<file path="config.mk">
export PLATFORM = sky130hd
export DESIGN_NAME = abro_input_cond
export DESIGN_NICKNAME = d
export VERILOG_FILES = /design/src/rtl/abro_input_cond.sv
export SDC_FILE = /design/constraint.sdc
export NUM_CORES = 1
export LEC_CHECK = 0
export ABC_AREA = 1
export BUFFER_PORTS_ARGS = -buffer_cell sky130_fd_sc_hd__buf_2
export CORE_MARGIN = 3
export CORE_UTILIZATION = 40
export CTS_CLUSTER_SIZE = 30
export DETAILED_ROUTE_END_ITERATION = 6
export PLACE_DENSITY = 0.67
export SLEW_MARGIN = 0
export SYNTH_ARGS = -nofsm -noshare
export SYNTH_HDL_FRONTEND = slang
export SYNTH_SLANG_ARGS = --single-unit
</file>
<file path="constraint.sdc">
create_clock -name clk -period 1.3 [get_ports clk]
set_input_delay 0.26 -clock clk [delete_from_list [all_inputs] [get_ports clk]]
set_output_delay 0.26 -clock clk [all_outputs]
set_load 0.005 [all_outputs]
</file>
<file path="src/rtl/abro_input_cond.sv">
// abro_input_cond: input conditioning for the ABRO controller.
//
// Three raw asynchronous event lines (a_raw, b_raw, r_raw) are each
// synchronised, debounced and rising-edge detected. The result is clean
// single-cycle pulses A, B and R in the clk domain. An R event preempts
// A and B events that occur in the same cycle, and drop flags that.
//
// Ports:
//   clk   - system clock, rising edge
//   rst   - synchronous active-high reset
//   a_raw - raw A line (asynchronous, may bounce)
//   b_raw - raw B line (asynchronous, may bounce)
//   r_raw - raw R line (asynchronous, may bounce)
//   A     - one-cycle pulse per debounced rising edge of a_raw, unless preempted by R
//   B     - one-cycle pulse per debounced rising edge of b_raw, unless preempted by R
//   R     - one-cycle pulse per debounced rising edge of r_raw
//   drop  - one-cycle pulse when an A and/or B pulse was suppressed by R
module abro_input_cond #(
  parameter int unsigned SYNC_STAGES = 2,
  parameter int unsigned DB_CYCLES   = 4
) (
  input  logic clk,
  input  logic rst,
  input  logic a_raw,
  input  logic b_raw,
  input  logic r_raw,
  output logic A,
  output logic B,
  output logic R,
  output logic drop
);

  localparam int unsigned CntW = $clog2(DB_CYCLES) + 1;
  localparam logic [CntW-1:0] CntMax = CntW'(DB_CYCLES - 1);

  // Channel index: 0 = A, 1 = B, 2 = R.
  logic [2:0] w_raw;
  logic [2:0] w_sync;
  logic [2:0] w_lvl_d;
  logic [2:0] w_rise;

  logic [SYNC_STAGES-1:0] r_sync [3];
  logic [CntW-1:0]        r_cnt  [3];
  logic [CntW-1:0]        w_cnt_d [3];
  logic [2:0]             r_lvl;

  logic r_a_pulse;
  logic r_b_pulse;
  logic r_r_pulse;
  logic r_drop;

  assign w_raw = {r_raw, b_raw, a_raw};

  // Debounce next-state: the level only moves after DB_CYCLES consecutive
  // synchronised samples disagree with it; any agreeing sample restarts.
  always_comb begin
    for (int i = 0; i < 3; i++) begin
      w_sync[i]  = r_sync[i][SYNC_STAGES-1];
      w_lvl_d[i] = r_lvl[i];
      w_cnt_d[i] = '0;
      if (w_sync[i] != r_lvl[i]) begin
        if (r_cnt[i] == CntMax) begin
          w_lvl_d[i] = w_sync[i];
        end else begin
          w_cnt_d[i] = r_cnt[i] + CntW'(1);
        end
      end
    end
    w_rise = w_lvl_d & ~r_lvl;
  end

  always_ff @(posedge clk) begin
    if (rst) begin
      for (int i = 0; i < 3; i++) begin
        r_sync[i] <= '0;
        r_cnt[i]  <= '0;
      end
      r_lvl     <= '0;
      r_a_pulse <= 1'b0;
      r_b_pulse <= 1'b0;
      r_r_pulse <= 1'b0;
      r_drop    <= 1'b0;
    end else begin
      for (int i = 0; i < 3; i++) begin
        r_sync[i] <= {r_sync[i][SYNC_STAGES-2:0], w_raw[i]};
        r_cnt[i]  <= w_cnt_d[i];
      end
      r_lvl <= w_lvl_d;
      // Preemption is applied before the output register so every output
      // is a flop; suppressed A/B events are lost, not deferred.
      r_r_pulse <= w_rise[2];
      r_a_pulse <= w_rise[0] & ~w_rise[2];
      r_b_pulse <= w_rise[1] & ~w_rise[2];
      r_drop    <= w_rise[2] & (w_rise[0] | w_rise[1]);
    end
  end

  assign A    = r_a_pulse;
  assign B    = r_b_pulse;
  assign R    = r_r_pulse;
  assign drop = r_drop;

endmodule
</file>
==> results of run 1 <==
==> cells by family after synthesis <==
| group | count (synthesis) |
|---|---|
| and+or+nand+nor | 44 |
| DFF | 22 |
| adders and majority gates | 6 |
| AOI/OAI and AO/OA | 2 |
| buffers and inverters | 23 |
==> power groups by stage <==
stage / combinational (uW) / clock [uW] / sequential [uW]
6_report: 36.9 / 297 / 691
5_1_grt: 43.7 / 333 / 693
4_1_cts: 36.8 / 307 / 691
3_5_place_dp: 36.8 / 0 / 707
3_3_place_gp: 35.5 / 0 / 706
2_1_floorplan: 28.1 / 0 / 705
==> flip-flops by register name, summed over array words and instances, names as in the netlist <==
signal and count:
drop 1, r_lvl 3, r_cnt 9, R 1, B 1, A 1
r_sync 6
==> what timing repair did <==
item,CTS,global route
endpoints found under the setup margin,0,3
gates resized for setup,0,1
hold endpoints to repair,0,0
==> final timing paths <==
kind,endpoint,cells after the start
setup / recovery,r_cnt[0][3]$_SDFF_PP0_,5
hold / removal,r_sync[0][4]$_SDFF_PP0_,3
setup reg to reg,r_cnt[0][3]$_SDFF_PP0_,5
hold reg to reg,r_sync[0][1]$_SDFF_PP0_,2
==> synth_stat cells, drive strengths merged <==
cell    n
dfxtp  22
inv    22
nor2   21
nand2  14
nand3   7
ha      6
o21ai   2
buf     1
nand4   1
nor3    1
==> worst reg2reg max path, cell delays in order, from the launching register on <==
cell     delay (ns)
dfxtp_1        0.33
ha_1           0.19
ha_1           0.24
nor2_4         0.15
nand3_2        0.11
nor2_1         0.09
==> layout make-up <==
class                   count  area share
clock buffers               3      0.0247
inverters                  22      0.0905
multi-input cells          52       0.324
flip-flops and latches     22       0.483
well taps                  25      0.0343
repair buffers              8      0.0439
==> per-layer routing <==
layer	up-vias	wire (um)	global-route usage	part of all wire
met5	-	0	0	0
met4	0	30	0.0262	0.025
met3	7	89	0.0641	0.076
met2	18	554	0.169	0.47
met1	241	503	0.116	0.43
li1	310	-	-	-
==> through the flow <==
stage	hold slack, ns	instance area (um^2)	setup WS, ns
2_1_floorplan	0.337	827	0.250
3_5_place_dp	0.392	887	0.150
5_1_grt	0.137	912	0.00553
4_1_cts	0.143	910	0.123
6_report	0.155	912	0.131
3_3_place_gp	0.389	887	0.191
==> key figures, run 1 <==
Power
  • Leak pwr: 0.000451 uW
  • Clock share of power: 0.290
  • Sw Share: 0.212
  • Max VDD drop: 0.748 mV
  • Psw: 217 uW
  • Final Power: 1020 uW
  • Comb power frac: 0.036
  • Reg power frac: 0.674
  • Pwr per Cell Area: 1120 nW/um^2
  • Power Internal: 807 uW

Timing
  • Final Max Slew Viols: 0
  • Rel. slew slack: 0.793
  • Worst Max-Slew Pin Slew: 0.311 ns
  • RSZ-0062 raised after global routing: no
  • Worst clock skew: 0.0106 ns
  • Final Hold Violating Endpoints: 0
  • Maximum clock rate: 855 MHz
  • Tcrit/Tclk final: 0.899
  • Setup tns final: 0 ns
  • Final setup vio count: 0
  • Fin crit period: 1.17 ns

Synth
  • Syn_area_per_cell: 8.53 um^2
  • Mapped Area: a little over 800 um^2
  • Post-Syn Nets: about 110
  • Synth top area share: 0.533
  • Sequential area share after synthesis: 0.533
  • Largest area contributor in the netlist: dfxtp_1
  • Post-Synth Adder-Cell Area: 0.0908
  • Synth Warn #: 0
  • Yosys reg bits: 22
  • Post-synthesis mux area share: 0
  • Post-synthesis xor/xnor area fraction: 0
  • Top post-synthesis cells by area: dfxtp_1, inv_1, ha_1
  • Synth Area in Compound Gates: 0.0121
  • Syn Inst Count: 97
  • Post-synthesis cell type count: 12
  • Largest family of logic cells by synthesized area: simple AND/OR/NAND/NOR gates
  • Simple logic cell fraction of the synthesized area: 0.251

Setup path
  • CP startpoint: r_cnt[0][3]$_SDFF_PP0_
  • Startpoint types: register
  • Reg-to-reg slack, setup: 0.13 ns
  • Crit path required time: 1.54 ns
  • CP most frequent cell: ha_1
  • Worst-path maximum fanout: 4
  • CP cell instances: ha_1, ha_1, nor2_4, nand3_2, nor2_1
  • Crit path kind: reg2reg
  • CP endpoint kind: register
  • Slowest-stage cell, CP: dfxtp_1
  • Worst Path Arrival: around 1.4 ns
  • Largest delay share family, worst path: adder cells
  • Max incr delay on CP: 0.33 ns
  • Crit path buf inv count: 0
  • Worst r2r src: r_cnt[0][3]$_SDFF_PP0_

Floorplan
  • I/O pins: 9
  • Initial Util: 0.450
  • CORE AREA: around 1800 um^2
  • Die footprint: about 2600 um^2
  • Row cnt: 15
  • Die Y: 51.5 um
  • Die Width: 51.5 um

Clock network
  • Clock-pin slew on the worst setup and hold paths: 0.10 ns
  • Num CTS Buffers: 3
  • Clk buf depth: 2
  • CTS tree: built
  • Worst skew pair latency: 0.30 ns
  • Clock root buffer: clkbuf_4
  • Post-CTS Setup Inserts: 0
  • CTS sink cnt: 22
  • CTS Hold Bufs: 0
  • H-tree levels: 1

Finish
  • Cell Count, Final, Fillers Out: ~130
  • Final nets: between 100 and 150
  • Multi-input logic area: 295 um^2
  • Core Util, Final: 0.496
  • Commonest non-fill, non-tap cells in the layout: dfxtp_1, inv_1, nor2_1
  • Antenna cells: 0
  • Area Overhead vs Synth: 10.3%
  • Fill count: 184
  • Layout cells sized above 1: 0.159
  • Reg area: 440 um^2

GRT
  • Global-route wire length before repair: roughly 2000 um
  • Overflow after GRT: 0
  • Vias in the first global route: 517
  • GRT Util Overall: 0.105
  • Pin count of the biggest net entering global routing: 13
  • Antenna violations before repair: 0

Route
  • Post-DRT Antenna Nets: 0
  • Starting DRT DRC Count: 13
  • DR vias/cell: 4.36
  • Drt wl/cell: slightly below 9 um
  • Residual DRC count: 0
  • Total number of vias: 576
  • Total wire length: ~1200 um
  • Drt pass-1 iters: 4

Placement
  • Gpl congestion: 0.759
  • Dpl cells: 129
  • Detailed Place HPWL: a little under 900 um
  • Number of I/O port buffers: 8

Job
  • Max-cap viol count: 0

Worst hold path
  • Worst hold path type: in2reg
  • Worst hold start: r_raw

Status
  • Status: complete, no violations
(Power assumes the default switching activity.)
==> run 2: changes to the inputs <==
--- a/config.mk
+++ b/config.mk
@@ -8,10 +8,10 @@
 export ABC_AREA = 1
 export BUFFER_PORTS_ARGS = -buffer_cell sky130_fd_sc_hd__buf_2
 export CORE_MARGIN = 3
-export CORE_UTILIZATION = 40
+export CORE_UTILIZATION = 54
 export CTS_CLUSTER_SIZE = 30
 export DETAILED_ROUTE_END_ITERATION = 6
-export PLACE_DENSITY = 0.67
+export PLACE_DENSITY = 0.83
 export SLEW_MARGIN = 0
 export SYNTH_ARGS = -nofsm -noshare
 export SYNTH_HDL_FRONTEND = slang
==> key figures, run 2 (synthesized netlist as in run 1, its figures left out) <==
Route
  • Post-DRT Antenna Nets: 0
  • Drt wl/cell: about 8.9 um
  • Total wire length: 1090 um
  • Residual DRC count: 0
  • Drt pass-1 iters: 3
  • DR vias/cell: 4.60
  • Starting DRT DRC Count: 4
  • Total number of vias: 561

Clock network
  • CTS Hold Bufs: 0
  • CTS tree: built
  • Clock root buffer: clkbuf_4
  • H-tree levels: 1
  • Post-CTS Setup Inserts: 0
  • Num CTS Buffers: 3
  • Clock-pin slew on the worst setup and hold paths: 0.11 ns
  • Post-CTS sizing: 0
  • Clk buf depth: 2
  • Worst skew pair latency: 0.29 ns
  • CTS sink cnt: 22

Power
  • Pwr per Cell Area: 1130 nW/um^2
  • Final Power: 1020 uW
  • Max VDD drop: 0.596 mV
  • Leak pwr: ~0.00045 uW

Setup path
  • Crit path kind: reg2reg
  • Reg-to-reg slack, setup: 0.13 ns
  • CP endpoint kind: register
  • Worst-path maximum fanout: 3
  • Startpoint types: register
  • Crit path required time: ~1.5 ns
  • Worst Path Arrival: 1.41 ns

Timing
  • Final Hold Violating Endpoints: 0
  • Fin crit period: 1.17 ns
  • Rel. slew slack: 0.805
  • Worst clock skew: 0.00115 ns
  • Final setup vio count: 0
  • Worst Max-Slew Pin Slew: 0.292 ns
  • Final Max Slew Viols: 0
  • Worst Setup Slack, final: ~0.13 ns
  • Setup tns final: 0 ns
  • Tcrit/Tclk final: 0.897
  • RSZ-0062 raised after global routing: no
  • Worst Hold Margin: 0.157 ns
  • Maximum clock rate: 857 MHz

Finish
  • Top reg by flops: r_cnt
  • Max reg flops: 9
  • Antenna cells: 0
  • Layout cells sized above 1: 0.150
  • Regs by FF count: r_cnt (9), r_sync (6), r_lvl (3)
  • Area Overhead vs Synth: 8.47%
  • Commonest non-fill, non-tap cells in the layout: dfxtp_1, inv_1, nor2_1
  • Final nets: between 100 and 150

Placement
  • Detailed Place HPWL: roughly 860 um
  • Number of I/O port buffers: 8
  • Post-Place Setup Slack: 0.159 ns
  • Gpl congestion: approximately 0.73

Floorplan
  • Die Y: 45.1 um
  • Row cnt: 13
  • Die Width: about 45 um
  • Initial Util: 0.605
  • CORE AREA: 1370 um^2
  • Die footprint: 2040 um^2
  • I/O pins: 9

Worst hold path
  • Worst hold path type: in2reg

Status
  • Status: complete, no violations

GRT
  • Antenna violations before repair: 0
  • GRT Util Overall: 0.131
  • Overflow after GRT: 0
  • Pin count of the biggest net entering global routing: 13
  • Global-route wire length before repair: 1960 um
  • Vias in the first global route: 530

Job
  • Max-cap viol count: 0
[run 2: cell types whose count changed in the layout (fill, tap and decap cells not counted)]
cell    before  now
nor2_1      18   19
nor2_2       1    0
[run 2: final cells by class]
cell class | instances | area (um^2)
fill | 132 | 469
sequential | 22 | 440
multi-input combinational | 52 | 293
inverter | 22 | 82.6
timing repair buffer | 8 | 40.0
clock buffer | 3 | 22.5
tap | 15 | 18.8
[run 2: per-stage QoR]
step / utilization / instance area, um^2 / instances
after global placement: 0.640 / 875 / 119
after floorplan: - / 827 / 97
final: 0.657 / 897 / 122
after CTS: 0.657 / 897 / 122
after global routing: 0.657 / 897 / 122
after detailed placement: 0.640 / 875 / 119
[run 2: critical path, cell delays in order, from the launching register on]
cell and delay (ns):
dfxtp_1 0.33, ha_1 0.19, ha_1 0.19, nor2_1 0.15
nand3_1 0.14, nor2_1 0.10
[run 2: power breakdown]
group | switching (uW) | internal, uW | total [uW]
registers | 5.94 | 685 | 691
clock network | 180 | 108 | 288
logic | 22.2 | 13.7 | 35.9
total | 208 | 807 | 1020
[run 2: per-layer routing]
layer,share of wire,vias up,track usage
met1,0.49,240,0.161
met4,0.014,0,0.0877
met2,0.44,11,0.206
met3,0.052,2,0.0239
li1,-,308,-
met5,0,-,0
[run 2: worst paths after layout]
kind,start,end,cells past startpoint
setup / recovery,r_cnt[0][6]$_SDFF_PP0_,r_cnt[0][6]$_SDFF_PP0_,5
hold / removal,r_raw,r_sync[0][4]$_SDFF_PP0_,3
setup reg to reg,r_cnt[0][6]$_SDFF_PP0_,r_cnt[0][6]$_SDFF_PP0_,5
hold reg to reg,r_sync[0][0]$_SDFF_PP0_,r_sync[0][1]$_SDFF_PP0_,2
==> run 3: changes to the inputs <==
--- a/config.mk
+++ b/config.mk
@@ -7,11 +7,11 @@
 export LEC_CHECK = 0
 export ABC_AREA = 1
 export BUFFER_PORTS_ARGS = -buffer_cell sky130_fd_sc_hd__buf_2
-export CORE_MARGIN = 3
-export CORE_UTILIZATION = 54
+export CORE_MARGIN = 1
+export CORE_UTILIZATION = 48
 export CTS_CLUSTER_SIZE = 30
 export DETAILED_ROUTE_END_ITERATION = 6
-export PLACE_DENSITY = 0.83
+export PLACE_DENSITY = 0.79
 export SLEW_MARGIN = 0
 export SYNTH_ARGS = -nofsm -noshare
 export SYNTH_HDL_FRONTEND = slang
==> constraint.sdc (replaced) <==
create_clock -name clk -period 0.9 [get_ports clk]
set_input_delay 0.18 -clock clk [delete_from_list [all_inputs] [get_ports clk]]
set_output_delay 0.18 -clock clk [all_outputs]
set_load 0.005 [all_outputs]
==> key figures, run 3 (synthesized netlist as in run 1, its figures left out) <==
GRT
  • Overflow after GRT: 0
  • Antenna violations before repair: 0
  • Pin count of the biggest net entering global routing: 13
  • GRT Util Overall: 0.158
  • Vias in the first global route: 555
  • Global-route wire length before repair: 2160 um

Route
  • DR WL met3: 54 um
  • DR top layer: met4
  • Total wire length: 1160 um
  • DR vias/cell: 4.72
  • Post-DRT Antenna Nets: 0
  • Starting DRT DRC Count: 11
  • Total number of vias: a little under 600
  • Drt pass-1 iters: 6
  • Drt wl/cell: 9.21 um
  • Metal2 WL: around 600 um
  • Wl on met1: 489 um
  • Residual DRC count: 1

Timing
  • Worst clock skew: 0.00215 ns
  • Maximum clock rate: 978 MHz
  • Final setup vio count: 20
  • Final Hold Violating Endpoints: 0
  • Setup tns final: -1.48 ns
  • Rel. slew slack: 0.792
  • RSZ-0062 raised after global routing: yes
  • Fin crit period: 1.02 ns
  • Worst Setup Slack, final: -0.123 ns
  • Tcrit/Tclk final: 1.14
  • Final Max Slew Viols: 0
  • Worst Max-Slew Pin Slew: 0.311 ns

Finish
  • Antenna cells: 0
  • Commonest non-fill, non-tap cell in the layout: inv_1
  • Final Cell Area: between 1000 and 1500 um^2
  • Layout cells sized above 1: 0.382
  • Top reg by flops: r_cnt
  • Max reg flops: 9
  • Commonest non-fill, non-tap cells in the layout: inv_1, dfxtp_1, nor2_1
  • Regs by FF count: r_cnt (9), r_sync (6), r_lvl (3)
  • Core Util, Final: 0.681
  • Final nets: 122
  • Area Overhead vs Synth: 28.4%

Setup path
  • CP most frequent cell: ha_4
  • CP endpoint kind: register
  • Startpoint types: register
  • CP cell instances: ha_4, ha_4, nor2_4, nand3_2, nor2_1
  • Worst Path Arrival: ~1.3 ns
  • Max incr delay on CP: between 0.3 and 0.4 ns
  • Crit path buf inv count: 0
  • Largest delay share family, worst path: flip-flops
  • Crit path required time: 1.15 ns
  • Slowest-stage cell, CP: dfxtp_2
  • Crit path kind: reg2reg
  • Worst-path maximum fanout: 4

Placement
  • Gpl congestion: 0.713
  • Number of I/O port buffers: 8
  • Detailed Place HPWL: 893 um
  • Placed cell area: 996 um^2

Power
  • Sw Share: 0.209
  • Pwr per Cell Area: 1510 nW/um^2
  • Clock share of power: 0.333
  • Reg power frac: 0.627
  • Power Internal: around 1300 uW
  • Max VDD drop: approximately 0.94 mV
  • Leak pwr: 0.000479 uW
  • Psw: 335 uW
  • Comb power frac: 0.040

Status
  • Failing checks: DRC, setup timing
  • Status: finished with violations

Clock network
  • H-tree levels: 1
  • CTS sink cnt: 22
  • Clock-pin slew on the worst setup and hold paths: 0.12 ns
  • CTS tree: built
  • Clk buf depth: 2
  • Clock root buffer: clkbuf_4
  • Worst skew pair latency: 0.30 ns
  • Num CTS Buffers: 3

Worst hold path
  • Worst hold path type: in2reg

Floorplan
  • Initial Util: 0.530
  • Die Y: 43.5 um
  • Die Width: between 40 and 50 um
  • CORE AREA: 1560 um^2
  • Row cnt: 14
  • I/O pins: 9
  • Die footprint: 1890 um^2

Job
  • Max-cap viol count: 0
## run 3: changes by cell type in the layout (fill, tap and decap cells not counted), sizes merged
cell and delta:
clkbuf +1, buf +2
## run 3: final timing paths
kind,from,to,slack [ns],cells after the start
max,r_cnt[0][0]$_SDFF_PP0_,r_cnt[0][2]$_SDFF_PP0_,-0.12,5
min,b_raw,r_sync[0][2]$_SDFF_PP0_,0.06,3
max reg2reg,r_cnt[0][0]$_SDFF_PP0_,r_cnt[0][2]$_SDFF_PP0_,-0.12,5
min reg2reg,r_sync[0][0]$_SDFF_PP0_,r_sync[0][1]$_SDFF_PP0_,0.41,2
## run 3: power groups by stage
stage / clock, uW / sequential [uW] / combinational, uW
floorplan: 0 / 1020 / 46.8
global placement: 0 / 1020 / 60.5
detailed placement: 0 / 1030 / 62.7
CTS: 552 / 1000 / 62.4
global route: 604 / 1010 / 74.2
finish: 534 / 1000 / 64.0
## run 3: worst reg2reg max path, delay by kind of cell, from the launching register on
family	cells	cell delay [ns]
DFF	1	0.35
adders and majority gates	2	0.33
and+or+nand+nor	3	0.29
## run 3: metrics by stage
step / total power [uW] / hold slack (ns) / worst slack, ns / std cells
after floorplan: 1070 / 0.256 / -0.0415 / 97
after global placement: 1080 / 0.378 / -0.0772 / 121
after detailed placement: 1090 / 0.386 / -0.116 / 121
after CTS: 1620 / 0.0531 / -0.127 / 125
after global routing: 1680 / 0.0545 / -0.203 / 126
final: 1600 / 0.0643 / -0.123 / 126
## run 3: final cells by class
type / instances / area [um^2]
Clock buffer: 4 / 36.3
Tap cell: 16 / 20.0
Fill cell: 109 / 497
Sequential cell: 22 / 448
Timing Repair Buffer: 10 / 55.1
Inverter: 22 / 82.6
Multi-Input combinational cell: 52 / 420
## run 3: timing repair
item	CTS	global route
setup buffers	0	1
pin swaps	6	2
endpoints found under the hold margin	0	0
resized for setup	4	2
hold buffers	0	0
setup endpoints to repair	20	20
## run 3: routing by layer
layer  global-route usage  vias to the layer above
met1                0.162                      264
met3               0.0500                        4
met2                0.288                       15
met5                    0                        -
li1                     -                      312
met4               0.0750                        0
